==> config.mk <==
export PLATFORM = sky130hd
export DESIGN_NAME = lsu_bridge
export DESIGN_NICKNAME = d
export VERILOG_FILES = /design/src/rtl/lsu_bridge.sv
export SDC_FILE = /design/constraint.sdc
export NUM_CORES = 1
export LEC_CHECK = 0
export ABC_AREA = 1
export CORE_ASPECT_RATIO = 1.5
export CORE_MARGIN = 2
export CORE_UTILIZATION = 48
export CTS_CLUSTER_SIZE = 25
export DETAILED_ROUTE_END_ITERATION = 16
export GPL_ROUTABILITY_DRIVEN = 1
export GPL_TIMING_DRIVEN = 0
export PLACE_DENSITY = 0.95
export SLEW_MARGIN = 20
export SYNTH_ARGS = -nofsm -noshare
export SYNTH_HDL_FRONTEND = slang
export SYNTH_SLANG_ARGS = --single-unit
==> constraint.sdc <==
create_clock -name clk_i -period 3.3 [get_ports clk_i]
set_clock_uncertainty 0.15 [all_clocks]
set_input_delay 0.66 -clock clk_i [delete_from_list [all_inputs] [get_ports clk_i]]
set_output_delay 0.66 -clock clk_i [all_outputs]
set_load 0.01 [all_outputs]
==> src/rtl/lsu_bridge.sv <==
// Load/store bridge: turns one core request (addr from ROA, data from ROD) into a single
// valid/ready bus transaction and returns extended load data or an error.
module lsu_bridge #(
  parameter int unsigned WORD_WIDTH     = 32,
  parameter int unsigned ADDRESS_WIDTH  = 32,
  parameter int unsigned TIMEOUT_CYCLES = 255
) (
  input  logic                     clk_i,
  input  logic                     arst_i,
  input  logic                     req_valid_i,
  output logic                     req_ready_o,
  input  logic                     req_we_i,
  input  logic [1:0]               req_size_i,
  input  logic                     req_signed_i,
  input  logic [ADDRESS_WIDTH-1:0] req_addr_i,
  input  logic [WORD_WIDTH-1:0]    req_wdata_i,
  output logic                     rsp_valid_o,
  output logic [WORD_WIDTH-1:0]    rsp_rdata_o,
  output logic                     rsp_err_o,
  output logic                     bus_valid_o,
  input  logic                     bus_ready_i,
  output logic                     bus_we_o,
  output logic [ADDRESS_WIDTH-1:0] bus_addr_o,
  output logic [3:0]               bus_be_o,
  output logic [WORD_WIDTH-1:0]    bus_wdata_o,
  input  logic                     bus_rvalid_i,
  input  logic [WORD_WIDTH-1:0]    bus_rdata_i,
  input  logic                     bus_err_i
);

  localparam int unsigned CNT_W = (TIMEOUT_CYCLES > 1) ? $clog2(TIMEOUT_CYCLES) : 1;

  typedef enum logic [1:0] {S_IDLE, S_ISSUE, S_WAIT, S_RESP} state_t;

  state_t                     state_q, state_d;
  logic [CNT_W-1:0]           cnt_q, cnt_d;
  logic [1:0]                 size_q, size_d, off_q, off_d;
  logic                       sgn_q, sgn_d, we_q, we_d;

  logic                       req_ready_d, rsp_valid_d, rsp_err_d;
  logic [WORD_WIDTH-1:0]      rsp_rdata_d;
  logic                       bus_valid_d, bus_we_d;
  logic [ADDRESS_WIDTH-1:0]   bus_addr_d;
  logic [3:0]                 bus_be_d;
  logic [WORD_WIDTH-1:0]      bus_wdata_d;

  logic                       misalign;
  logic [3:0]                 be_lanes;
  logic [WORD_WIDTH-1:0]      wdata_lanes;
  logic [WORD_WIDTH-1:0]      rdata_shift;
  logic [WORD_WIDTH-1:0]      load_data;

  // Request decode: alignment check, byte enables and lane-replicated store data
  always_comb begin
    misalign = (req_size_i == 2'b11)
            || ((req_size_i == 2'b01) && req_addr_i[0])
            || ((req_size_i == 2'b10) && (req_addr_i[1:0] != 2'b00));
    case (req_size_i)
      2'b00:   begin be_lanes = 4'b0001 << req_addr_i[1:0]; wdata_lanes = {4{req_wdata_i[7:0]}};  end
      2'b01:   begin be_lanes = 4'b0011 << req_addr_i[1:0]; wdata_lanes = {2{req_wdata_i[15:0]}}; end
      default: begin be_lanes = 4'b1111;                    wdata_lanes = req_wdata_i;            end
    endcase
  end

  // Load extract from the latched offset/size; word loads pass through unextended
  always_comb begin
    rdata_shift = bus_rdata_i >> {off_q, 3'b000};
    case (size_q)
      2'b00:   load_data = {{24{sgn_q & rdata_shift[7]}},  rdata_shift[7:0]};
      2'b01:   load_data = {{16{sgn_q & rdata_shift[15]}}, rdata_shift[15:0]};
      default: load_data = rdata_shift;
    endcase
  end

  // Next-state and next-output logic; every output is registered from these
  always_comb begin
    state_d     = state_q;
    cnt_d       = cnt_q;
    size_d      = size_q;
    off_d       = off_q;
    sgn_d       = sgn_q;
    we_d        = we_q;
    req_ready_d = 1'b0;
    rsp_valid_d = 1'b0;
    rsp_err_d   = 1'b0;
    rsp_rdata_d = '0;
    bus_valid_d = bus_valid_o;
    bus_we_d    = bus_we_o;
    bus_addr_d  = bus_addr_o;
    bus_be_d    = bus_be_o;
    bus_wdata_d = bus_wdata_o;

    case (state_q)
      S_IDLE: begin
        req_ready_d = 1'b1;
        if (req_valid_i && req_ready_o) begin
          size_d      = req_size_i;
          off_d       = req_addr_i[1:0];
          sgn_d       = req_signed_i;
          we_d        = req_we_i;
          req_ready_d = 1'b0;
          if (misalign) begin
            state_d     = S_RESP;
            rsp_valid_d = 1'b1;
            rsp_err_d   = 1'b1;
          end else begin
            state_d     = S_ISSUE;
            bus_valid_d = 1'b1;
            bus_we_d    = req_we_i;
            bus_addr_d  = {req_addr_i[ADDRESS_WIDTH-1:2], 2'b00};
            bus_be_d    = be_lanes;
            bus_wdata_d = wdata_lanes;
          end
        end
      end
      S_ISSUE: begin
        if (bus_ready_i) begin
          state_d     = S_WAIT;
          cnt_d       = '0;
          bus_valid_d = 1'b0;
          bus_we_d    = 1'b0;
          bus_addr_d  = '0;
          bus_be_d    = '0;
          bus_wdata_d = '0;
        end
      end
      S_WAIT: begin
        cnt_d = cnt_q + CNT_W'(1);
        if (bus_rvalid_i) begin
          state_d     = S_RESP;
          rsp_valid_d = 1'b1;
          rsp_err_d   = bus_err_i;
          rsp_rdata_d = (bus_err_i || we_q) ? '0 : load_data;
        end else if (cnt_q == CNT_W'(TIMEOUT_CYCLES - 1)) begin
          state_d     = S_RESP;
          rsp_valid_d = 1'b1;
          rsp_err_d   = 1'b1;
        end
      end
      S_RESP: begin
        state_d     = S_IDLE;
        req_ready_d = 1'b1;
      end
      default: begin
        state_d     = S_IDLE;
        req_ready_d = 1'b1;
      end
    endcase
  end

  always_ff @(posedge clk_i or negedge arst_i) begin
    if (!arst_i) begin
      state_q     <= S_IDLE;
      cnt_q       <= '0;
      size_q      <= '0;
      off_q       <= '0;
      sgn_q       <= 1'b0;
      we_q        <= 1'b0;
      req_ready_o <= 1'b1;
      rsp_valid_o <= 1'b0;
      rsp_err_o   <= 1'b0;
      rsp_rdata_o <= '0;
      bus_valid_o <= 1'b0;
      bus_we_o    <= 1'b0;
      bus_addr_o  <= '0;
      bus_be_o    <= '0;
      bus_wdata_o <= '0;
    end else begin
      state_q     <= state_d;
      cnt_q       <= cnt_d;
      size_q      <= size_d;
      off_q       <= off_d;
      sgn_q       <= sgn_d;
      we_q        <= we_d;
      req_ready_o <= req_ready_d;
      rsp_valid_o <= rsp_valid_d;
      rsp_err_o   <= rsp_err_d;
      rsp_rdata_o <= rsp_rdata_d;
      bus_valid_o <= bus_valid_d;
      bus_we_o    <= bus_we_d;
      bus_addr_o  <= bus_addr_d;
      bus_be_o    <= bus_be_d;
      bus_wdata_o <= bus_wdata_d;
    end
  end

endmodule

Word-level counts from Yosys, hierarchy flattened
Cells that the tools add are included.
{"block": "totals", "register_bits": 121, "inputBits": 106, "output_inout_bits": 105, "wordCells": 90}
{"block": "op_classes", "add_sub_neg": 1, "eq_ne": 12, "shifts": 3, "muxes": 41, "n_bitwise": 2, "n_reduce_logical": 16}
{"operator": "$mux 32", "n": 8}
{"operator": "$pmux 32 s2", "n": 4}
{"operator": "$shr 32x5->32", "n": 1}
{"operator": "$pmux 4 s2", "n": 2}
{"operator": "$pmux 8 s2", "n": 1}
{"operator": "$mux 4", "n": 3}
{"operator": "$mux 1", "n": 11}
{"operator": "$mux 2", "n": 5}
{"operator": "$pmux 1 s2", "n": 5}
{"operator": "$add 8x1->8 const B", "n": 1}
{"operator": "$eq 2x2->1 const B", "n": 4}
{"operator": "$eq 8x8->1 const B", "n": 1}
{"operator": "$mux 8", "n": 1}
{"operator": "$pmux 2 s4", "n": 1}
{"operator": "$eq 2x1->1 const B", "n": 3}
{"operator": "$logic_not 2->1", "n": 3}
{"operator": "$ne 2x2->1 const B", "n": 3}
{"operator": "$reduce_bool 2->1", "n": 3}
{"operator": "$reduce_and 2->1", "n": 2}
{"operator": "$reduce_and 4->1", "n": 1}
{"operator": "$shl 1x2->4 const A", "n": 1}
{"operator": "$shl 2x2->4 const A", "n": 1}
{"operator": "$logic_and 1x1->1", "n": 3}
{"operator": "$logic_or 1x1->1", "n": 3}
{"operator": "other kinds (3)", "n": 4}

Logic depth before layout (Yosys ltp)
{"block": "depth", "ltp_word": 7, "mapped_depth": 11, "depth_no_buf": 9}

Least setup slack after synthesis
Ideal clock, no wire load.
{"block": "synth_timing", "kind": "in2reg", "start": "input port req_size_i[1]", "end": "register bus_wdata_o[14]", "setup_ns": 0.117, "arrival_time_ns": 1.564, "slack_ns": 1.469, "stages": 8, "path_buffers": 2, "cell_sequence": "buf_2 -> nor2_1 -> buf_2 -> nand2_1 -> o21ai_0 -> nor2_1 -> nand2_1 -> nand2_1"}
{"block": "synth_between", "elab_chain_len": 6, "word_cells_on_any_way": 14, "cone_classes": "eq/ne: 4; mux: 4; reduce/logical: 6"}
{"item": "from (decl)", "line_no": "13", "source": "input logic [1:0] req_size_i,"}
{"item": "branches (longest 6 deep; another with $pmux 32 s2)"}
{"item": "to (signal assigned)", "line_no": "183", "source": "bus_wdata_o <= bus_wdata_d;"}
{"item": "to (decl)", "line_no": "25", "source": "output logic [WORD_WIDTH-1:0] bus_wdata_o,"}
Several ways; the timed one is not identified. The select of a mux whose other input is x is not followed.
A chain may end at the register's enable or synchronous reset.

Worst setup path in the final report
{"block": "layout_timing", "start": "register req_ready_o", "end": "output port req_ready_o"}
{"item": "from (decl)", "line_no": "11", "source": "output logic req_ready_o,"}
{"item": "from (signal assigned)", "line_no": "175", "source": "req_ready_o <= req_ready_d;"}
No word-level cell between the ends.

==> impl_metrics.json <==
{
  "status": "complete, no violations",
  "ys_ff_latch": 119,
  "grt_pass1_wl_um": 29300,
  "rsz0062_at_grt": "no",
  "final-instance-count-excl-fill": 1140,
  "crit_type": "register to output pin",
  "yosys_most_used_dff": "dfrtp_1",
  "setup_viol": 0,
  "drc": 0,
  "setup_slack_ns": 0.991,
  "max_freq_ghz": 0.433,
  "cts_tree": "yes",
  "die-area_um2": 12900,
  "drt_iter0_markers": 361,
  "stdcell_area_um2": 8660,
  "portBuffers": 208,
  "drt.antenna.violating_nets": 0,
  "synthCells": 745,
  "via_per_inst": 5.26,
  "wl_um": 18500,
  "htreeDepth": 4,
  "tns_ns": 0,
  "cp-end-kind": "output pin",
  "r2r_end": "bus_addr_o[21]$_DFFE_PN0P_",
  "place_hpwl_um": 13700,
  "min_period_over_period_pct": 70.0,
  "drv_cap": 0,
  "synth_seq_area_share_pct": 51.7,
  "initial_utilization_pct": 48.7,
  "cts_setup_buffers": 0,
  "synth_top_area_share_pct": 51.3,
  "slowest_stage": "clkdlybuf4s50_1",
  "start_kind": "register",
  "ctsResizeCount": 0,
  "cp_cell_sequence": "clkdlybuf4s50_1",
  "placed_cell_area_um2": 8060,
  "area_growth_pct": 50.4,
  "nNetsFinal": 1086,
  "ys_warn_count": 0,
  "clock-root-buffer": "clkbuf_16",
  "r2r-start": "state_q[1]$_DFFE_PN0P_",
  "yosysTopAreaCell": "dfrtp_1",
  "cts_hold_buf": 0,
  "clk_pin_slew_worst_paths_ns": 0.06,
  "rows": 49,
  "fp.coreArea_um2": 11800,
  "max_slew.worst_pin.slew_ns": 0.555,
  "holdWs_ns": 0.0696,
  "fp.dieH_um": 138,
  "io_pins": 211,
  "cellPowerDensity_nw_per_um2": 895,
  "wl_per_cell_um": 16.2,
  "clock_path_buffers": 2,
  "period_needed_ns": 2.31,
  "mappedNetlistArea_um2": 5760,
  "grt_usage_pct": 29.0,
  "grt_max_degree": 61,
  "synthTopCellsByCount": "nand2_1, dfrtp_1, o21ai_0, inv_1, nor2_1",
  "clk_latency_ns": 0.41,
  "dp_slack_ns": 0.614,
  "r2r_setup_slack_ns": 1.05,
  "grt_pass1_vias": 5919,
  "power_leakage_nw": 4.08,
  "synth-edff-count": 0,
  "reg2reg_depth": 11,
  "cp_data_required_time_ns": 2.49,
  "slew_violations": 0,
  "peakVddDrop_mv": 0.518,
  "critPathMaxStageDelay_ns": 0.55,
  "drive_above_1_share_pct": 7.60,
  "vias": 5994,
  "synth_area_leaders": "dfrtp_1, nand2_1, o21ai_0, inv_1, a21oi_1",
  "cpLargestDelayFamily": "buffers and inverters",
  "worstPathArrival_ns": 1.50,
  "place_inst": 1108,
  "dr.pass1.iters": 6,
  "synthDistinctLibCells": 32,
  "yosysMostFrequentCell": "nand2_1",
  "cts_sinks": 119,
  "antenna_found_initial": 0,
  "async_flop_share_pct": 100,
  "timing.critical_path.buf_inv": 1,
  "die-width_um": 93.4,
  "slew_headroom_pct": 63.0,
  "grt.overflow.total": 0,
  "syn_avg_cell_area_um2": 7.73,
  "n_antenna_cell": 0,
  "hold_violations": 0,
  "cts_made_buffers": 17,
  "place_congestion": 0.911,
  "cp_max_fo": 3,
  "hold_class": "input port to asynchronous set/reset pin"
}
[area by class of cell]
class	instances	area [um^2]
multi-input cells	532	2360
fillers	884	3170
flip-flops and latches	119	2980
repair buffers	209	2110
clock buffers	19	443
inverters	52	198
clock inverters	13	155
well taps	153	191
plain buffers	43	228
[logic make-up (layout without fill, tap and decap cells)]
group                    count (synthesis)  count (layout)  share of synthesized area (%)
multiplexers                             1               1                          0.196
buffers and inverters                   95             336                           7.39
AND/OR/NAND/NOR                        385             385                           27.0
flip-flops                             119             119                           51.7
other                                    1               2                         0.0651
AO/OA/AOI/OAI                          138             138                           12.3
adder cells (fa/ha/maj)                  6               6                           1.30
[routing by layer]
metal / wire length [um] / global-route usage (%) / vias up
li1: - / - / 2830
met1: 6750 / 32.8 / 2810
met2: 9730 / 50.4 / 285
met3: 1070 / 5.61 / 69
met4: 956 / 16.1 / 0
met5: 0 / 0 / -
[through the flow]
stage          total power, mW  utilization [%]
3_5_place_dp              5.83             68.2
5_1_grt                   8.24             73.2
4_1_cts                   7.74             73.2
6_report                  7.75             73.2
3_3_place_gp              5.68             67.9
2_1_floorplan             4.21                -
[worst max path at each step]
stage	from	end	slack, ns	cells after the start
after global routing	req_addr_i[1]	bus_addr_o[16]$_DFFE_PN0P_	0.82	9
after floorplan	req_size_i[1]	bus_wdata_o[14]$_DFFE_PN0P_	1.47	8
after detailed placement	req_size_i[1]	bus_addr_o[16]$_DFFE_PN0P_	0.61	9
after global placement	arst_i	bus_addr_o[10]$_DFFE_PN0P_	-3.01	1
final	req_ready_o$_DFF_PN1_	req_ready_o	0.99	1
after CTS	req_ready_o$_DFF_PN1_	req_ready_o	0.98	1
[power by group]
part           internal (mW)  total (mW)  switching [mW]
logic                   1.52        3.65            2.13
clock network           1.20        1.86           0.661
registers               1.96        2.24           0.278
total                   4.68        7.75            3.07
[flip-flops by register name, indices dropped and copies added, names as in the netlist]
| register | flops |
|---|---|
| off_q | 2 |
| bus_we_o | 1 |
| rsp_rdata_o | 32 |
| sgn_q | 1 |
| req_ready_o | 1 |
| cnt_q | 8 |
| rsp_err_o | 1 |
| bus_valid_o | 1 |
| rsp_valid_o | 1 |
| bus_addr_o | 30 |
| we_q | 1 |
| bus_be_o | 4 |
| bus_wdata_o | 32 |
| state_q | 2 |
| size_q | 2 |
[cells in the final DEF, fill, tap and decap left out, types with 2 or more instances in the layout]
master           count
clkinv_1             2
nand4_1             10
ha_1                 6
nor2_1              41
bufinv_16            3
clkbuf_16           17
buf_4                5
buf_2               14
clkinv_2             5
nor3_1               7
or2_2                8
dfrtp_1            118
o21ai_0             94
a21oi_1             31
clkinvlp_4           3
a31oi_1              7
inv_1               47
nand3_1             27
inv_2                2
buf_1                2
nand2_1            286
nand2_2              2
buf_6                5
clkdlybuf4s50_1    207
clkinv_4             2
o21ai_1              3
clkbuf_1            19
conb_1               2
No activity file was read; power rests on OpenSTA's default activity.
